--- src/rtl/iq_freelist_pkg.sv ---
// Shared types and helpers for the issue-queue free-list controller.
// Default widths mirror the common configuration (32-entry IQ, 4 dispatch lanes, 4 free lanes).
package iq_freelist_pkg;

    localparam int IQ_DEPTH  = 32;
    localparam int IQ_INDEX  = 5;
    localparam int IQ_DISP_W = 4;
    localparam int IQ_FREE_W = 4;

    typedef enum logic {
        INIT = 1'b0,
        RUN  = 1'b1
    } state_e;

    typedef logic [IQ_INDEX-1:0] iq_idx_t;

    function automatic logic [5:0] popcount(input logic [31:0] v);
        logic [5:0] c;
        c = '0;
        for (int i = 0; i < 32; i++) begin
            c = c + {5'b0, v[i]};
        end
        return c;
    endfunction

endpackage

--- src/rtl/iq_free_compact.sv ---
// Prefix-sum compactor: packs the sparse set freeing lanes onto the lowest write ports at the tail.
module iq_free_compact
    import iq_freelist_pkg::*;
#(
    parameter int FREE_W = IQ_FREE_W,
    parameter int INDEX  = IQ_INDEX
) (
    input  logic [INDEX-1:0]             tail_i,
    input  logic [FREE_W-1:0]            valid_i,
    input  logic [FREE_W-1:0][INDEX-1:0] idx_i,
    output logic [FREE_W-1:0][INDEX-1:0] wr_addr_o,
    output logic [FREE_W-1:0][INDEX-1:0] wr_data_o,
    output logic [FREE_W-1:0]            we_o,
    output logic [INDEX:0]               cnt_o
);

    logic [INDEX:0] pos;

    always_comb begin
        wr_addr_o = '0;
        wr_data_o = '0;
        we_o      = '0;
        pos       = '0;
        for (int k = 0; k < FREE_W; k++) begin
            if (valid_i[k]) begin
                // pos is the number of valid lanes below k, i.e. this lane's write port
                for (int j = 0; j < FREE_W; j++) begin
                    if (pos == (INDEX+1)'(j)) begin
                        wr_addr_o[j] = tail_i + INDEX'(j);
                        wr_data_o[j] = idx_i[k];
                        we_o[j]      = 1'b1;
                    end
                end
                pos = pos + (INDEX+1)'(1);
            end
        end
        cnt_o = pos;
    end

endmodule

--- src/rtl/iq_freelist_ctrl.sv ---
// Issue-queue free-list pointer/occupancy controller with RAM[i]=i (re)initialisation.
// Optional IQ_FREELIST_ERR_EN adds a sticky err_o for illegal free traffic.
module iq_freelist_ctrl
    import iq_freelist_pkg::*;
#(
    parameter int DEPTH  = IQ_DEPTH,
    parameter int INDEX  = IQ_INDEX,
    parameter int DISP_W = IQ_DISP_W,
    parameter int FREE_W = IQ_FREE_W
) (
    input  logic                         clk,
    input  logic                         reset,
    input  logic                         flush_i,
    input  logic [DISP_W-1:0]            dispReq_i,
    input  logic                         backendStall_i,
    output logic                         stall_o,
    output logic [DISP_W-1:0][INDEX-1:0] allocIdx_o,
    input  logic [FREE_W-1:0]            freeValid_i,
    input  logic [FREE_W-1:0][INDEX-1:0] freeIdx_i,
    output logic [DISP_W-1:0][INDEX-1:0] rdAddr_o,
    input  logic [DISP_W-1:0][INDEX-1:0] rdData_i,
    output logic [FREE_W-1:0][INDEX-1:0] wrAddr_o,
    output logic [FREE_W-1:0][INDEX-1:0] wrData_o,
    output logic [FREE_W-1:0]            we_o,
    output logic [INDEX:0]               freeCnt_o,
    output logic                         ready_o,
`ifdef IQ_FREELIST_ERR_EN
    output logic                         err_o,
`endif
    output state_e                       dbg_state_o
);

    state_e             state_q, state_d;
    logic [INDEX-1:0]   init_cnt_q, init_cnt_d;
    logic [INDEX-1:0]   head_q, head_d;
    logic [INDEX-1:0]   tail_q, tail_d;
    logic [INDEX:0]     free_cnt_q, free_cnt_d;
    logic [INDEX:0]     n;
    logic [INDEX:0]     m;
    logic               fire;
    logic [FREE_W-1:0][INDEX-1:0] cmp_addr, cmp_data;
    logic [FREE_W-1:0]            cmp_we;

    assign n = (INDEX+1)'(popcount(32'(dispReq_i)));

    iq_free_compact #(.FREE_W(FREE_W), .INDEX(INDEX)) u_compact (
        .tail_i    (tail_q),
        .valid_i   (freeValid_i),
        .idx_i     (freeIdx_i),
        .wr_addr_o (cmp_addr),
        .wr_data_o (cmp_data),
        .we_o      (cmp_we),
        .cnt_o     (m)
    );

    always_comb begin
        state_d    = state_q;
        init_cnt_d = init_cnt_q;
        head_d     = head_q;
        tail_d     = tail_q;
        free_cnt_d = free_cnt_q;
        stall_o    = 1'b1;
        ready_o    = 1'b0;
        fire       = 1'b0;
        we_o       = '0;
        wrAddr_o   = '0;
        wrData_o   = '0;
        for (int i = 0; i < DISP_W; i++) begin
            rdAddr_o[i]   = head_q + INDEX'(i);
            allocIdx_o[i] = rdData_i[i];
        end
        if (flush_i) begin
            state_d    = INIT;
            init_cnt_d = '0;
            head_d     = '0;
            tail_d     = '0;
            free_cnt_d = '0;
        end else begin
            case (state_q)
                INIT: begin
                    we_o = '1;
                    for (int k = 0; k < FREE_W; k++) begin
                        wrAddr_o[k] = init_cnt_q + INDEX'(k);
                        wrData_o[k] = init_cnt_q + INDEX'(k);
                    end
                    init_cnt_d = init_cnt_q + INDEX'(FREE_W);
                    if (init_cnt_q == INDEX'(DEPTH - FREE_W)) begin
                        state_d    = RUN;
                        init_cnt_d = '0;
                        head_d     = '0;
                        tail_d     = '0;
                        free_cnt_d = (INDEX+1)'(DEPTH);
                    end
                end
                RUN: begin
                    ready_o = 1'b1;
                    // Registered count only: this cycle's frees cannot cover this cycle's demand
                    stall_o = (n > free_cnt_q);
                    fire    = (n != '0) && !stall_o && !backendStall_i;
                    we_o     = cmp_we;
                    wrAddr_o = cmp_addr;
                    wrData_o = cmp_data;
                    if (fire) begin
                        head_d = head_q + n[INDEX-1:0];
                    end
                    tail_d     = tail_q + m[INDEX-1:0];
                    free_cnt_d = free_cnt_q - (fire ? n : '0) + m;
                end
                default: state_d = INIT;
            endcase
        end
        if (reset) begin
            stall_o = 1'b1;
            ready_o = 1'b0;
            we_o    = '0;
        end
    end

    always_ff @(posedge clk) begin
        if (reset) begin
            state_q    <= INIT;
            init_cnt_q <= '0;
            head_q     <= '0;
            tail_q     <= '0;
            free_cnt_q <= '0;
        end else begin
            state_q    <= state_d;
            init_cnt_q <= init_cnt_d;
            head_q     <= head_d;
            tail_q     <= tail_d;
            free_cnt_q <= free_cnt_d;
        end
    end

    assign freeCnt_o   = free_cnt_q;
    assign dbg_state_o = state_q;

`ifdef IQ_FREELIST_ERR_EN
    logic err_q, err_d;
    logic free_full, over_cnt, dup_idx, chk_en;

    always_comb begin
        chk_en    = (state_q == RUN) && !flush_i && !reset;
        free_full = (free_cnt_q == (INDEX+1)'(DEPTH)) && (m != '0);
        over_cnt  = (free_cnt_d > (INDEX+1)'(DEPTH));
        dup_idx   = 1'b0;
        for (int a = 0; a < FREE_W; a++) begin
            for (int b = a + 1; b < FREE_W; b++) begin
                if (freeValid_i[a] && freeValid_i[b] && (freeIdx_i[a] == freeIdx_i[b])) begin
                    dup_idx = 1'b1;
                end
            end
        end
        err_d = flush_i ? 1'b0 : (err_q | (chk_en && (free_full || over_cnt || dup_idx)));
    end

    always_ff @(posedge clk) begin
        if (reset) begin
            err_q <= 1'b0;
        end else begin
            err_q <= err_d;
        end
        if (chk_en) begin
            assert (!free_full);
            assert (!over_cnt);
            assert (!dup_idx);
        end
    end

    assign err_o = err_q;
`endif

endmodule
--- config.mk ---
export PLATFORM = sky130hd
export DESIGN_NAME = iq_freelist_ctrl
export DESIGN_NICKNAME = d
export VERILOG_FILES = /design/src/rtl/iq_freelist_pkg.sv /design/src/rtl/iq_free_compact.sv /design/src/rtl/iq_freelist_ctrl.sv
export SDC_FILE = /design/constraint.sdc
export NUM_CORES = 1
export LEC_CHECK = 0
export CELL_PAD_IN_SITES_DETAIL_PLACEMENT = 0
export CELL_PAD_IN_SITES_GLOBAL_PLACEMENT = 1
export CORE_UTILIZATION = 26
export CTS_CLUSTER_DIAMETER = 60
export DETAILED_ROUTE_END_ITERATION = 12
export PLACE_DENSITY = 0.89
export RECOVER_POWER = 100
export SETUP_SLACK_MARGIN = 0.4
export SLEW_MARGIN = 20
export SYNTH_ARGS = -nofsm -noshare
export SYNTH_HDL_FRONTEND = slang
export SYNTH_SLANG_ARGS = --single-unit
--- constraint.sdc ---
create_clock -name clk -period 4.1 [get_ports clk]
set_clock_uncertainty 0.1 [all_clocks]
set_input_delay 0.41 -clock clk [delete_from_list [all_inputs] [get_ports clk]]
set_output_delay 0.41 -clock clk [all_outputs]
set_load 0.01 [all_outputs]
==> out/qor.yml <==
layout:
  antenna_cells: 0
  nNetsFinal: 631
  fillers: 1225
  area_growth_pct: 43.0
  stdcell_area_sq_mm: 0.00442
  instances_no_fill: 674
  layout_common_cells: "nand2_1 (62), dlygate4sd3_1 (59), inv_1 (37), ha_1 (37)"
  final_common_cell: "nand2_1"
  drive_gt1_share_pct: 9.79
sta:
  tightest_slew_ns: 0.688
  min_period_ns: 3.83
  fmax_mhz: 261
  hold_viol_final: 0
  fin_crit_sh_pct: 93.4
  rsz0062_at_grt: "true"
  drv_slew: 0
  setup_viol: 0
  timing.hold.ws_ns: 0.373
  max-slew-margin-rel_pct: 54.0
placement:
  place_area_sq_mm: 0.00427
  io_buffer_count: 104
  hpwl_mm: 7.58
  gp_congestion: 0.863
  placed_cells: 664
clocking:
  clock_sinks: 20
  cts_tree: "done"
  path_clk_slew_ns: 0.06
  cts_made_buffers: 3
  htree_num_levels: 1
  cts.root.buffer_cell: "clkbuf_16"
  insertion_delay_ns: 0.25
  cts_hold_buffers: 0
  cts_buffer_depth: 2
logic_synthesis:
  synth-edff-count: 0
  yosys_register_bits: 20
  synth_flop_cell: "dfxtp_1"
  synth_area_per_cell_sq_um: 7.04
  ys_warn_count: 0
  syn_area_sq_mm: 0.00309
  postSynthCellCount: 439
  syn_nets: 538
  synthArstFlopShare_pct: 0
  seq_area_frac_synth_pct: 13.0
  ys_types: 50
pwr:
  p_leak_uw: 0.00209
  peakVddDrop_mv: 0.170
  p_per_area_mw_per_mm2: 185
detailed_routing:
  wl_per_cell_um: 14.0
  dr.pass1.iters: 9
  finalWirelength_mm: 9.41
  drt_iter0_markers: 117
  ant_nets: 0
  drc: 16
  avgViaCountPerCell: 5.01
  vias: 3377
die:
  coreArea_sq_mm: 0.0115
  die_h_um: 111
  start_util_pct: 26.8
  die_area_sq_mm: 0.0123
  die_w_um: 111
  io_pins: 145
  rows: 39
grt:
  grt_max_degree: 52
  grt_use_total_pct: 15.1
  overflow: 0
  grt_pass1_vias: 3386
  grt_pass1_wl_mm: 15.8
  grt_antenna_before_repair: 0
min_path:
  hp-class: "reg -> reg"
  hold_start: "freeCnt_o[4]$_SDFFE_PP0P_"
critical_path:
  regToRegStartpoint: "freeCnt_o[1]$_SDFFE_PP0P_"
  cp-start-kind: "input port"
  path_max_fanout: 2
  worstSetupPathType: "in -> reg"
  end_kind: "flip-flop"
  critPathLaunch: "dispReq_i[0]"
  worstPathArrival_ns: 3.86
  critPathRequiredTime_ns: 4.13
run:
  max_cap_viol_count: 0
status:
  violations: "design-rule violations"
  status: "finished, violations left"
-- sequential cells by signal, summed over array words and instances (netlist names) --
| register | flops |
|---|---|
| freeCnt_o | 6 |
| head_q | 5 |
| tail_q | 5 |
| init_cnt_q | 3 |
| dbg_state_o | 1 |
-- kinds of logic (layout without fill, tap and decap cells) --
kind of cell / count (synthesis) / count (layout) / share of synthesized area, %
compound gates: 113 / 113 / 23.0
fa+ha+maj: 47 / 47 / 20.7
xor+xnor: 25 / 25 / 7.09
simple gates: 142 / 142 / 21.2
buf+inv: 89 / 181 / 14.0
mux: 3 / 3 / 1.01
flops: 20 / 20 / 13.0
-- synth_stat cells, types with 2 or more instances --
library cell / n / area [sq um]
nand4_1: 11 / 68.8
a31oi_1: 15 / 93.8
nor3b_1: 2 / 15.0
o21ai_0: 19 / 95.1
o21ai_1: 2 / 10.0
o21a_1: 5 / 37.5
dfxtp_1: 20 / 400
inv_1: 39 / 146
xnor2_1: 16 / 140
buf_1: 2 / 7.51
xor2_1: 9 / 78.8
nand2b_1: 3 / 18.8
nor3_1: 2 / 10.0
a22o_1: 3 / 26.3
clkbuf_1: 17 / 63.8
nand3_1: 23 / 115
o21bai_1: 3 / 22.5
o211ai_1: 12 / 90.1
buf_2: 7 / 35.0
mux2i_1: 2 / 20.0
fa_1: 7 / 140
buf_4: 22 / 165
nand2_1: 62 / 233
and3_1: 7 / 43.8
a311oi_1: 2 / 17.5
nor2b_1: 3 / 18.8
a21oi_1: 35 / 175
nor2_1: 23 / 86.3
ha_1: 40 / 500
a21o_1: 5 / 37.5
a2111oi_0: 2 / 17.5
-- routing by layer --
layer	share of wire (%)	up-vias	GRT usage, %
met1	43	1566	18.4
met2	51	120	28.4
met5	0	-	0
met3	5.3	9	2.30
li1	-	1682	-
met4	0.55	0	2.19
-- critical path: stages --
cell and delay, ns:
buf_6 0.09, fa_1 0.51, ha_1 0.24, ha_4 0.29, ha_4 0.19, buf_6 0.11
a311oi_2 0.24, o21a_1 0.22, buf_6 0.12, nor3_2 0.03, ha_1 0.28, inv_1 0.06
ha_1 0.17, inv_2 0.05, fa_2 0.40, inv_2 0.05, a21o_1 0.11, a21oi_2 0.05
xnor2_1 0.14, o21ai_1 0.08
-- repair_timing --
item	4_1_cts	5_1_grt
setup endpoints to repair	6	26
setup buffers	2	4
pin swaps	16	20
gates resized for setup	19	27
-- final timing paths --
kind | endpoint | slack (ns) | depth (start not counted)
setup / recovery | freeCnt_o[4]$_SDFFE_PP0P_ | 0.27 | 20
hold / removal | freeCnt_o[4]$_SDFFE_PP0P_ | 0.37 | 2
setup reg to reg | freeCnt_o[4]$_SDFFE_PP0P_ | 0.97 | 17
hold reg to reg | freeCnt_o[4]$_SDFFE_PP0P_ | 0.37 | 2
-- where the power goes --
group | total (uW) | switching (uW) | internal [uW] | leakage [uW]
combinational | 397 | 197 | 200 | 0.00188
sequential | 197 | 1.27 | 195 | 0.000161
clock | 223 | 74.1 | 149 | 0.0000442
total | 816 | 272 | 544 | 0.00209
-- layout make-up --
type / count / area [sq um] / share of cell area [%]
clock buffers: 4 / 88.8 / 2.01
inverters: 40 / 150 / 3.40
multi-input cells: 330 / 2330 / 52.8
flip-flops and latches: 20 / 400 / 9.06
well taps: 143 / 179 / 4.05
repair buffers: 137 / 1270 / 28.7
-- per-stage QoR --
step,worst slack [ns],power (uW),setup TNS [ns],util [%]
global placement,-0.219,549,-0.582,37.1
finish,0.270,816,0,38.4
detailed placement,-0.360,561,-1.34,37.1
floorplan,0.272,431,0,-
CTS,0.224,794,0,38.0
global route,0.0793,877,0,38.4
(Power assumes the default switching activity.)
